<file path="src/rtl/recover_2n_pkg.sv">
// Shared types and helpers for the recover_2n_FFT frame sequencer.
// Holds the sequencer state enum, default frame geometry and the index bit-reversal.
package recover_2n_pkg;

    typedef enum logic [1:0] {
        S_IDLE,
        S_ISSUE,
        S_DRAIN,
        S_DONE
    } seq_state_t;

    localparam int N_BEATS_DEF    = 1025;
    localparam int HEAD_BEATS_DEF = 2;

    function automatic logic [10:0] bitrev11(input logic [10:0] x);
        logic [10:0] r;
        for (int i = 0; i < 11; i++) begin
            r[i] = x[10-i];
        end
        return r;
    endfunction

endpackage

</file>
<file path="src/rtl/recover_seq_dly.sv">
// Fixed-depth shift register that keeps {valid, head} aligned with buffer/ROM read data.
// A flush clears every stage so no stale beat reaches the datapath after an abort.
module recover_seq_dly #(
    parameter int DEPTH = 1,
    parameter int W     = 2
) (
    input  logic         clk,
    input  logic         rst_n,
    input  logic         flush,
    input  logic [W-1:0] d,
    output logic [W-1:0] q
);

    logic [DEPTH-1:0][W-1:0] sr;

    always_ff @(posedge clk) begin
        if (!rst_n || flush) begin
            sr <= '0;
        end else begin
            sr[0] <= d;
            for (int i = 1; i < DEPTH; i++) begin
                sr[i] <= sr[i-1];
            end
        end
    end

    assign q = sr[DEPTH-1];

endmodule

</file>
<file path="src/rtl/recover_2n_fft_seq.sv">
// Frame sequencer for recover_2n_FFT: issues one frame of buffer/index-ROM reads, then
// watches the datapath ready window and reports done, a count error or a timeout.
module recover_2n_fft_seq
    import recover_2n_pkg::*;
#(
    parameter int N_BEATS    = N_BEATS_DEF,
    parameter int HEAD_BEATS = HEAD_BEATS_DEF,
    parameter int GADDR_W    = 11,
    parameter int IDX_W      = 11,
    parameter int RD_LAT     = 1,
    parameter int TIMEOUT    = 4096
) (
    input  logic               clk,
    input  logic               rst_n,
    input  logic               start,
    input  logic               abort,
    output logic               rd_en,
    output logic               rd_col2_en,
    output logic [GADDR_W-1:0] rd_addr_col1,
    output logic [GADDR_W-1:0] rd_addr_col2,
    output logic [IDX_W-1:0]   idx_rom_addr,
    input  logic [IDX_W-1:0]   idx_rom_col1,
    input  logic [IDX_W-1:0]   idx_rom_col2,
    output logic               dp_valid,
    output logic [IDX_W-1:0]   dp_index_col_1,
    output logic [IDX_W-1:0]   dp_index_col_2,
    input  logic               dp_ready,
    output logic               busy,
    output logic               done,
    output logic               cnt_err,
    output logic               timeout_err
);

    localparam int TMO_W = $clog2(TIMEOUT + 1);
    localparam int CNT_W = $clog2(N_BEATS + 1) + 1;

    seq_state_t         state, state_nxt;
    logic [IDX_W-1:0]   beat;
    logic [TMO_W-1:0]   tmo_cnt;
    logic [CNT_W-1:0]   out_cnt;
    logic               ready_seen;
    logic               start_ok, last_beat, ready_fall, tmo_hit;
    logic               issuing, head;
    logic [GADDR_W-1:0] body_addr;
    logic               dly_valid, dly_head;

    assign start_ok   = (state == S_IDLE) && start && !abort;
    assign last_beat  = (beat == IDX_W'(N_BEATS - 1));
    assign ready_fall = ready_seen && !dp_ready;
    assign tmo_hit    = !ready_seen && !dp_ready && (tmo_cnt >= TMO_W'(TIMEOUT - 1));

    always_ff @(posedge clk) begin
        if (!rst_n) begin
            state <= S_IDLE;
        end else begin
            state <= state_nxt;
        end
    end

    always_comb begin
        state_nxt = state;
        case (state)
            S_IDLE:  if (start_ok) state_nxt = S_ISSUE;
            S_ISSUE: if (last_beat) state_nxt = S_DRAIN;
            S_DRAIN: begin
                if (ready_fall) begin
                    state_nxt = (out_cnt == CNT_W'(N_BEATS)) ? S_DONE : S_IDLE;
                end else if (tmo_hit) begin
                    state_nxt = S_IDLE;
                end
            end
            S_DONE:  state_nxt = S_IDLE;
            default: state_nxt = S_IDLE;
        endcase
        if (abort) begin
            state_nxt = S_IDLE;
        end
    end

    // Beat, drain counters and sticky flags; flags survive abort and clear only on an accepted start.
    always_ff @(posedge clk) begin
        if (!rst_n) begin
            beat        <= '0;
            tmo_cnt     <= '0;
            out_cnt     <= '0;
            ready_seen  <= 1'b0;
            cnt_err     <= 1'b0;
            timeout_err <= 1'b0;
        end else begin
            if (start_ok) begin
                beat        <= '0;
                cnt_err     <= 1'b0;
                timeout_err <= 1'b0;
            end else if (state == S_ISSUE && !last_beat) begin
                beat <= beat + 1'b1;
            end

            if (state != S_DRAIN) begin
                tmo_cnt    <= '0;
                out_cnt    <= '0;
                ready_seen <= 1'b0;
            end else begin
                if (tmo_cnt != TMO_W'(TIMEOUT)) tmo_cnt <= tmo_cnt + 1'b1;
                if (dp_ready) begin
                    ready_seen <= 1'b1;
                    if (out_cnt != '1) out_cnt <= out_cnt + 1'b1;
                end
                if (!abort) begin
                    if (ready_fall && out_cnt != CNT_W'(N_BEATS)) cnt_err <= 1'b1;
                    else if (tmo_hit) timeout_err <= 1'b1;
                end
            end
        end
    end

    // The first body beat re-reads groups 0/1; later body beats step two groups at a time.
    assign issuing   = (state == S_ISSUE);
    assign head      = (beat < IDX_W'(HEAD_BEATS));
    assign body_addr = GADDR_W'({beat - IDX_W'(HEAD_BEATS), 1'b0});

    assign rd_en        = issuing;
    assign rd_col2_en   = issuing && !head;
    assign rd_addr_col1 = !issuing ? '0 : (head ? GADDR_W'(beat) : body_addr);
    assign rd_addr_col2 = (issuing && !head) ? (body_addr | GADDR_W'(1)) : '0;
    assign idx_rom_addr = issuing ? beat : '0;
    assign busy         = (state != S_IDLE);
    assign done         = (state == S_DONE);

    recover_seq_dly #(
        .DEPTH (RD_LAT),
        .W     (2)
    ) u_dly (
        .clk   (clk),
        .rst_n (rst_n),
        .flush (abort),
        .d     ({issuing, head}),
        .q     ({dly_valid, dly_head})
    );

    assign dp_valid       = dly_valid;
    assign dp_index_col_1 = dly_valid ? bitrev11(idx_rom_col1) : '0;
    assign dp_index_col_2 = (dly_valid && !dly_head) ? bitrev11(idx_rom_col2) : '0;

endmodule
</file>
<file path="config.mk">
export PLATFORM = sky130hd
export DESIGN_NAME = recover_2n_fft_seq
export DESIGN_NICKNAME = d
export VERILOG_FILES = /design/src/rtl/recover_2n_pkg.sv /design/src/rtl/recover_seq_dly.sv /design/src/rtl/recover_2n_fft_seq.sv
export SDC_FILE = /design/constraint.sdc
export NUM_CORES = 1
export LEC_CHECK = 0
export ABC_AREA = 1
export CORE_MARGIN = 2
export CORE_UTILIZATION = 45
export CTS_BUF_LIST = sky130_fd_sc_hd__clkbuf_4 sky130_fd_sc_hd__clkbuf_8
export DETAILED_ROUTE_END_ITERATION = 12
export PLACE_DENSITY = 0.87
export REMOVE_ABC_BUFFERS = 1
export SYNTH_ARGS = -nofsm -noshare
export SYNTH_HDL_FRONTEND = slang
export SYNTH_SLANG_ARGS = --single-unit
</file>
<file path="constraint.sdc">
create_clock -name clk -period 2.2 [get_ports clk]
set_clock_uncertainty 0.15 [all_clocks]
set_input_delay 0.66 -clock clk [delete_from_list [all_inputs] [get_ports clk]]
set_output_delay 0.66 -clock clk [all_outputs]
set_load 0.1 [all_outputs]
</file>
==> reports/qor.yml <==
clock_tree:
  cts_buffers: 5
  h-tree-depth: 2
  cts_hold_buf: 0
  cts_tree: "yes"
  clock-sinks: 43
  cts_root_buffer: "clkbuf_8"
  clk_pin_slew_ns: 0.08
  clock_latency_ns: 0.30
  clk_path_buf_depth: 2
yosys:
  ys_seq_area_frac: 0.298
  synthesis.area_sq_um: 2890
  synth_compound_area_frac: 0.122
  synthXorXnorAreaFrac: 0.0516
  synthArstFlopShare: 0
  muxShareOfSynthArea: 0
  syn_inst: 454
  ys_types: 36
  synth-simple-area-share: 0.366
  synth.top_cell.area_share: 0.298
  yosys-top-cells-count: "nand2_1 (99), nor2_1 (84), inv_1 (73)"
  syn_avg_cell_area_sq_um: 6.36
  yosys_warnings: 0
  synth_edf_count: 0
  yosysMostFrequentCell: "nand2_1"
  yosys-top-cells-area: "dfxtp_1 (30%), nand2_1 (13%), nor2_1 (11%)"
  synthAdderAreaFrac: 0.0347
  synth_top_flop_cell: "dfxtp_1"
  synth.largest_area_cell: "dfxtp_1"
  ys_ff_latch: 43
  synth_top_family_by_area: "simple AND/OR/NAND/NOR gates"
job:
  drv_cap: 0
layout:
  final_core_util: 0.865
  fin_nets: 624
  fillCellCount: 283
  area_growth_syn_to_layout_pct: 88.1
  multiInputGateArea_sq_um: 2100
  final_cell_area_sq_um: 5430
  seq_area_sq_um: 875
  layout-drive-gt1-share: 0.412
detailed_routing:
  drt_first_pass_iters: 8
  drt_iter0_drc: 453
  wl_met3_mm: 1.45
  drcViolationCount: 0
  wl_per_cell_um: 21.5
  route.met2.wl_mm: 6.86
  wirelength_mm: 14.3
  viasPerCell: 5.86
  antenna_left: 0
  vias: 3904
  top_layer: "met4"
  m1WireLength_mm: 4.73
worst_setup_path:
  cp_max_fo: 4
  worstPathArrival_ns: 1.89
  worstPathRequired_ns: 1.39
  reg2reg_depth: 11
  crit_path_end_kind: "output pin"
  cp-start-kind: "flip-flop"
  worstSetupPathType: "reg2out"
floorplan:
  die_h_um: 84.1
  start_util: 0.460
  rows: 29
  die_w_um: 84.1
  ioPinCount: 89
  core-area_sq_um: 6280
  die-area_sq_um: 7070
power:
  swShare: 0.281
  power.share.sequential: 0.511
  p_switching_mw: 0.432
  power_mw: 1.54
  peakVddDrop_mv: 0.503
  leakage_nw: 2.18
  power.internal_mw: 1.10
  clkPwrFrac: 0.317
  pwr-share-comb: 0.173
  p_per_area_nw_per_um2: 283
sta:
  fin_ws_ns: -0.497
  max_slew_margin: 0.646
  slew_violations: 0
  finalHoldViolCount: 0
  worst_pin_slew_ns: 0.526
  fmax_mhz: 371
  fin_crit_ns: 2.70
  setup_viol: 40
  fin_crit_sh: 1.23
  rsz0062_at_grt: "true"
grt:
  grt_pass1_vias: 3615
  grt_usage: 0.317
  antenna_found_initial: 1
  grt_pass1_wl_mm: 17.9
  grt_overflow: 0
  grt_max_degree: 14
min_path:
  min_path_cells: 2
  hp-class: "reg2reg"
place:
  gp_congestion: 0.929
  dp_hpwl_mm: 6.97
  placed_cell_area_sq_um: 4640
  port_buffers: 88
outcome:
  violations: "negative setup slack"
  status: "complete, but fails checks"
==> what timing repair did <==
item / CTS / global route
cloned: 2 / 1
setup buffers: 10 / 11
pin swaps: 29 / 22
resized for setup: 121 / 44
endpoints found under the setup margin: 56 / 44
==> cell families after synthesis <==
kind of cell	Yosys count
buffers and inverters	90
AND/OR/NAND/NOR	239
adder cells (fa/ha/maj)	8
XOR/XNOR	17
flip-flops	43
AO/OA/AOI/OAI	57
==> critical path, stage by stage, from the launching register on <==
cell and delay [ns]:
dfxtp_4 0.38, inv_4 0.11, ha_4 0.17, nand4_1 0.22
nor2_1 0.22, nand2_2 0.12, o22ai_2 0.16, buf_12 0.20
==> stage by stage <==
step                setup TNS, ns  setup slack [ns]  std cells  hold slack, ns
finish                     -11.93            -0.497        666           0.343
global route               -12.37            -0.572        666           0.367
CTS                         -6.47            -0.345        654           0.334
detailed placement          -3.32            -0.220        636           0.326
global placement            -2.71            -0.210        636           0.307
floorplan                  -67.14             -1.66        443           0.295
==> placed cells by master (no fill, tap or decap), drive strengths merged, types with 4 or more instances in the layout <==
cell,netlist,routed
clkdlybuf4s50,0,4
nand4,7,7
nor2,91,91
a21oi,30,30
dlygate4sd2,0,22
clkbuf,3,7
ha,8,8
nor3,13,13
buf,8,112
nand3,19,19
nand2,104,104
xor2,15,15
inv,79,78
o21ai,19,19
dfxtp,43,43
==> flip-flops by register name (all words and copies together) (netlist names) <==
signal	flops
u_dly.q	2
tmo_cnt	13
beat	11
state	2
out_cnt	12
ready_seen	1
cnt_err	1
timeout_err	1
==> area by class of cell <==
class / instances / area share
antenna: 1 / 0.000461
clock buffer: 6 / 0.0141
inverter: 79 / 0.0567
multi-input combinational: 321 / 0.387
sequential: 43 / 0.161
tap: 77 / 0.0178
timing repair buffer: 139 / 0.363
==> power by group through the flow <==
stage | logic [mW] | registers, mW | clock network (mW)
after floorplan | 0.0993 | 0.805 | 0
after global placement | 0.205 | 0.802 | 0
after detailed placement | 0.210 | 0.802 | 0
after CTS | 0.222 | 0.784 | 0.480
after global routing | 0.273 | 0.785 | 0.514
final | 0.265 | 0.785 | 0.487
==> routing by layer <==
| layer | global-route usage | vias up |
|---|---|---|
| met2 | 0.602 | 327 |
| met1 | 0.321 | 1791 |
| met3 | 0.0603 | 114 |
| li1 | - | 1672 |
| met4 | 0.169 | 0 |
| met5 | 0 | - |
==> path summary, 6_finish.rpt <==
path                            startpoint                  endpoint  slack (ns)
hold reg to reg   tmo_cnt[11]$_SDFFE_PP0P_  tmo_cnt[11]$_SDFFE_PP0P_        0.34
setup reg to reg      beat[3]$_SDFFE_PP0P_      beat[1]$_SDFFE_PP0P_       -0.26
setup / recovery      beat[1]$_SDFFE_PP0P_           rd_addr_col1[1]       -0.50
hold / removal    tmo_cnt[11]$_SDFFE_PP0P_  tmo_cnt[11]$_SDFFE_PP0P_        0.34
No activity file was read; power rests on OpenSTA's default activity.
